**config.mk**
```make
export PLATFORM = sky130hd
export DESIGN_NAME = pseudo_spi_rx_intf
export DESIGN_NICKNAME = d
export VERILOG_FILES = /design/src/rtl/pseudo_spi_rx_intf.sv
export SDC_FILE = /design/constraint.sdc
export NUM_CORES = 1
export LEC_CHECK = 0
export CAP_MARGIN = 10
export CELL_PAD_IN_SITES_DETAIL_PLACEMENT = 1
export CELL_PAD_IN_SITES_GLOBAL_PLACEMENT = 1
export CORE_UTILIZATION = 40
export CTS_CLUSTER_SIZE = 30
export DETAILED_ROUTE_END_ITERATION = 12
export PLACE_DENSITY = 0.81
export RECOVER_POWER = 50
export SETUP_SLACK_MARGIN = 0.2
export SLEW_MARGIN = 0
export SYNTH_ARGS = -nofsm -noshare
export SYNTH_HDL_FRONTEND = slang
export SYNTH_SLANG_ARGS = --single-unit
```
**constraint.sdc**
```tcl
create_clock -name CLK -period 2.7 [get_ports CLK]
set_input_delay 0.54 -clock CLK [delete_from_list [all_inputs] [get_ports CLK]]
set_output_delay 0.54 -clock CLK [all_outputs]
set_load 0.02 [all_outputs]
```
**src/rtl/pseudo_spi_rx_intf.sv**
```systemverilog
// Pseudo-SPI read-back interface: parallel-loads the analog scan chain, shifts it out
// with two-phase clocks and writes the assembled words to SRAM. Optional macro: PSEUDO_SPI_RX_MSB_FIRST_EN.
module pseudo_spi_rx_intf #(
  parameter int MEMORY_DATA_WIDTH = 8,
  parameter int MEMORY_ADDR_WIDTH = 10,
  parameter int RESERVED_DATA_LEN = 8,
  parameter int SEL_CYCLES        = 2
) (
  input  logic                         CLK,
  input  logic                         RST,
  input  logic                         BGN,
  input  logic [MEMORY_ADDR_WIDTH-1:0] ADDR_BGN,
  input  logic [RESERVED_DATA_LEN-1:0] DATA_LEN,
  input  logic                         SPI_SI,
  output logic                         SCLK1,
  output logic                         SCLK2,
  output logic                         SEL,
  output logic [MEMORY_ADDR_WIDTH-1:0] A,
  output logic [MEMORY_DATA_WIDTH-1:0] PO,
  output logic                         CEN,
  output logic                         WEN,
  output logic                         spi_MUX,
  output logic                         spi_is_done
);

  localparam int SEL_W = (SEL_CYCLES > 1) ? $clog2(SEL_CYCLES) : 1;
  localparam int BIT_W = (MEMORY_DATA_WIDTH > 1) ? $clog2(MEMORY_DATA_WIDTH) : 1;
  localparam logic [SEL_W-1:0] SEL_LAST = SEL_W'(SEL_CYCLES - 1);
  localparam logic [BIT_W-1:0] BIT_LAST = BIT_W'(MEMORY_DATA_WIDTH - 1);

  typedef enum logic [2:0] {IDLE, LOAD, GAP, SHIFT, STORE, DONE} state_t;

  state_t                         state;
  logic [SEL_W-1:0]               sel_cnt;
  logic [2:0]                     phase;
  logic [BIT_W-1:0]               bit_cnt;
  logic [RESERVED_DATA_LEN-1:0]   word_idx;
  logic [RESERVED_DATA_LEN-1:0]   next_idx;
  logic [RESERVED_DATA_LEN-1:0]   len_lat;
  logic [MEMORY_ADDR_WIDTH-1:0]   addr_lat;
  logic [MEMORY_DATA_WIDTH-1:0]   shreg;

  function automatic logic [MEMORY_DATA_WIDTH-1:0] shift_in(
    input logic [MEMORY_DATA_WIDTH-1:0] cur,
    input logic                         b
  );
`ifdef PSEUDO_SPI_RX_MSB_FIRST_EN
    return {cur[MEMORY_DATA_WIDTH-2:0], b};
`else
    return {b, cur[MEMORY_DATA_WIDTH-1:1]};
`endif
  endfunction

  assign next_idx = word_idx + RESERVED_DATA_LEN'(1);

  // Control FSM; every output is registered here.
  always_ff @(posedge CLK) begin
    if (RST) begin
      state       <= IDLE;
      sel_cnt     <= '0;
      phase       <= '0;
      bit_cnt     <= '0;
      word_idx    <= '0;
      SCLK1       <= 1'b0;
      SCLK2       <= 1'b0;
      SEL         <= 1'b0;
      A           <= '0;
      PO          <= '0;
      CEN         <= 1'b1;
      WEN         <= 1'b1;
      spi_MUX     <= 1'b0;
      spi_is_done <= 1'b0;
    end else if (state != IDLE && !BGN) begin
      // Abort: a partially shifted word is simply dropped; A/PO keep the last write.
      state       <= IDLE;
      SCLK1       <= 1'b0;
      SCLK2       <= 1'b0;
      SEL         <= 1'b0;
      CEN         <= 1'b1;
      WEN         <= 1'b1;
      spi_MUX     <= 1'b0;
      spi_is_done <= 1'b0;
    end else begin
      case (state)
        IDLE: begin
          if (BGN) begin
            word_idx <= '0;
            spi_MUX  <= 1'b1;
            if (DATA_LEN == '0) begin
              state <= DONE;
            end else begin
              state   <= LOAD;
              SEL     <= 1'b1;
              sel_cnt <= '0;
            end
          end
        end
        LOAD: begin
          if (sel_cnt == SEL_LAST) begin
            state <= GAP;
            SEL   <= 1'b0;
          end else begin
            sel_cnt <= sel_cnt + SEL_W'(1);
          end
        end
        GAP: begin
          state   <= SHIFT;
          phase   <= 3'd0;
          bit_cnt <= '0;
        end
        SHIFT: begin
          case (phase)
            3'd0: begin
              SCLK1 <= 1'b1;
              phase <= 3'd1;
            end
            3'd1: begin
              SCLK1 <= 1'b0;
              phase <= 3'd2;
            end
            3'd2: begin
              SCLK2 <= 1'b1;
              phase <= 3'd3;
            end
            3'd3: begin
              SCLK2 <= 1'b0;
              phase <= 3'd4;
            end
            default: begin
              phase <= 3'd0;
              if (bit_cnt == BIT_LAST) begin
                state <= STORE;
                CEN   <= 1'b0;
                WEN   <= 1'b0;
                A     <= addr_lat + MEMORY_ADDR_WIDTH'(word_idx);
                PO    <= shreg;
              end else begin
                bit_cnt <= bit_cnt + BIT_W'(1);
              end
            end
          endcase
        end
        STORE: begin
          CEN      <= 1'b1;
          WEN      <= 1'b1;
          word_idx <= next_idx;
          if (next_idx == len_lat) begin
            state <= DONE;
          end else begin
            state   <= SHIFT;
            phase   <= 3'd0;
            bit_cnt <= '0;
          end
        end
        DONE: begin
          spi_is_done <= 1'b1;
        end
        default: begin
          state <= IDLE;
        end
      endcase
    end
  end

  // Datapath: start parameters are captured once, serial data sampled in phase 0.
  always_ff @(posedge CLK) begin
    if (state == IDLE && BGN) begin
      addr_lat <= ADDR_BGN;
      len_lat  <= DATA_LEN;
    end
    if (state == SHIFT && phase == 3'd0 && BGN) begin
      shreg <= shift_in(shreg, SPI_SI);
    end
  end

endmodule
```
==> results.toml <==
[synth]
ys_warn_count = 0
async_flop_share_pct = 0
synth_area_leaders = "dfxtp_1, edfxtp_1, nand2_1"
netlist_area_mm2 = 0.003201
synth_commonest_cells = "nand2_1, dfxtp_1, a21oi_1"
synth_cells = 330
synthFlopType = "dfxtp_1"
netlist.area_leader.share_pct = 26.27
synth_edf_count = 26
ys_ff_latch = 68
ys_seq_area_share_pct = 50.66
syn_area_per_cell_um2 = 9.699
yosysMostFrequentCell = "nand2_1"
synthesis.nets = 364
synth_cell_types = 51
synth_top_area_cell = "dfxtp_1"

[critical_path]
path_class = "in2reg"
worstPathRequired_ps = 2980
cp-end-kind = "register"
crit_arrival_ps = 2620
startpoint_type = "primary input"
cp_max_fo = 16

[timing]
min_period_over_period_pct = 86.72
min_period_ps = 2341
layout_setup_ws_ps = 358.6
hold_ws_ps = 452.4
max_freq_ghz = 0.4271
drv_slew = 0
finalClockSkew_ps = 9.967
rsz0062_at_grt = "no"
fin_setup_tns_ps = 0
worst_slew_pin_slew_ps = 760.8
hold_violations = 0
slew_headroom_pct = 49.28
setup_violations = 0

[detailed_routing]
ant_nets = 0
drt_iter0_drc = 106
post_drt_wl_per_cell_um = 16.06
firstDrtPassIters = 4
vias = 2633
drc = 0
drt-total-wl_um = 7871
viasPerCell = 5.373

[pwr]
p_leak_nw = 1.468
power.total_mw = 2.093
vdd_drop_max_uv = 321.0
p_per_area_mw_per_mm2 = 522.4

[flow_run]
maxCapViolCount = 0

[clock_network]
h-tree-depth = 3
cts_buffer_depth = 2
ctsHoldBuffers = 0
cts_setup_buffers = 0
cts-root-buf = "clkbuf_8"
clk_pin_slew_worst_paths_ps = 80
cts_num_sinks = 68
clock_latency_ps = 360
numCtsBuffers = 9
cts_tree = "done"

[die]
die_area_mm2 = 0.008363
initial_utilization_pct = 41.42
coreArea_mm2 = 0.007727
die_h_um = 91.45
rows = 32
io_pins = 47
die_w_um = 91.45

[global_route]
grt_pass1_wl_um = 13610
grt_pass1_vias = 2769
grt_max_degree = 23
grt_overflow = 0
antenna_found_initial = 0
globalRouteTotalUtil_pct = 21.04

[finish]
drive_gt1_share_pct = 8.763
stdcell_count = 490
synthToLayoutAreaGrowth_pct = 25.21
nets = 417
antenna_cells = 0

[placement]
dp_slack_ps = 314.7
routabilityCongestion = 0.8655
dp_cells = 474
port_buffers = 46
hpwl_um = 5731

[worst_hold_path]
hold_class = "reg2reg"

[status]
status = "completed"
## worst paths after layout
kind / start / end / slack (ps) / cells past startpoint
worst max register to register: word_idx[1] / bit_cnt[0] / 500 / 7
worst max-delay path: BGN / A[3] / 360 / 7
worst min register to register: A[2] / A[2] / 450 / 2
worst min-delay path: A[2] / A[2] / 450 / 2
## routing by layer
layer	up-vias	global-route usage [%]	wire length, um
li1	1296	-	-
met4	0	7.540	112
met5	-	0	0
met1	1273	25.07	3549
met2	53	36.15	3910
met3	11	5.779	299
## flip-flops by register name, indices dropped and copies added, names as in the netlist, 3 cells and up
| signal | cells |
|---|---|
| A | 10 |
| PO | 8 |
| addr_lat | 10 |
| bit_cnt | 3 |
| len_lat | 8 |
| phase | 3 |
| shreg | 8 |
| state | 3 |
| word_idx | 8 |
## cell usage in the layout (no fill, tap or decap), types with 3 or more instances in the layout
master	netlist	routed
a22oi_1	3	3
a21oi_1	32	32
nor4_1	4	4
nand4_1	3	3
clkbuf_1	13	4
o21ai_0	7	7
inv_6	0	3
xnor2_1	8	8
nand2_1	52	52
inv_1	3	3
nor3b_1	5	5
nand2b_1	7	7
nand3_1	11	11
dlygate4sd3_1	0	21
and3_1	4	4
dfxtp_1	42	40
nor3_1	6	5
xor2_1	5	5
edfxtp_1	26	26
nand3b_1	5	5
ha_1	11	11
nor2_1	22	22
buf_4	1	7
or3_1	8	8
clkdlybuf4s50_1	0	25
clkbuf_8	0	9
o21ai_1	5	5
nor2b_1	6	6
o211ai_1	3	3
a21o_1	4	4
## logic make-up (layout without fill, tap and decap cells)
kind of cell	count (synthesis)	after routing	synth area share (%)
compound gates	74	74	14.97
xor+xnor	14	14	4.300
fa+ha+maj	12	12	4.926
buf+inv	18	76	2.267
flops	68	68	50.66
mux	3	3	0.9773
simple gates	141	141	21.89
## worst max-delay path, stage by stage
cell,delay (ps)
dlygate4sd3_1,560
nor2b_1,190
clkbuf_1,220
and3_1,190
clkbuf_1,580
nand2_1,140
a21oi_1,200
## timing repair
| action | in CTS | in global routing |
|---|---|---|
| resized for setup | 0 | 3 |
| endpoints found under the setup margin | 0 | 3 |
| endpoints found under the hold margin | 0 | 0 |
## per-stage QoR
stage,util [%],area [um2]
final,51.86,4008
after global placement,49.30,3810
after detailed placement,49.30,3810
after CTS,51.96,4015
after floorplan,-,3201
after global routing,51.86,4008
## report_power, final
part	switching, mW	internal, mW	total, mW
combinational	0.0668	0.0560	0.123
clock	0.434	0.439	0.873
sequential	0.0138	1.08	1.10
## cell type report
cell class,count,area [um2]
Clock buffer,9,123.9
Clock inverter,7,81.33
Fill cell,893,3720
Inverter,3,11.26
Multi-Input combinational cell,244,1511
Sequential cell,68,1624
Tap cell,102,127.6
Timing Repair Buffer,57,528.0
(Power assumes the default switching activity.)
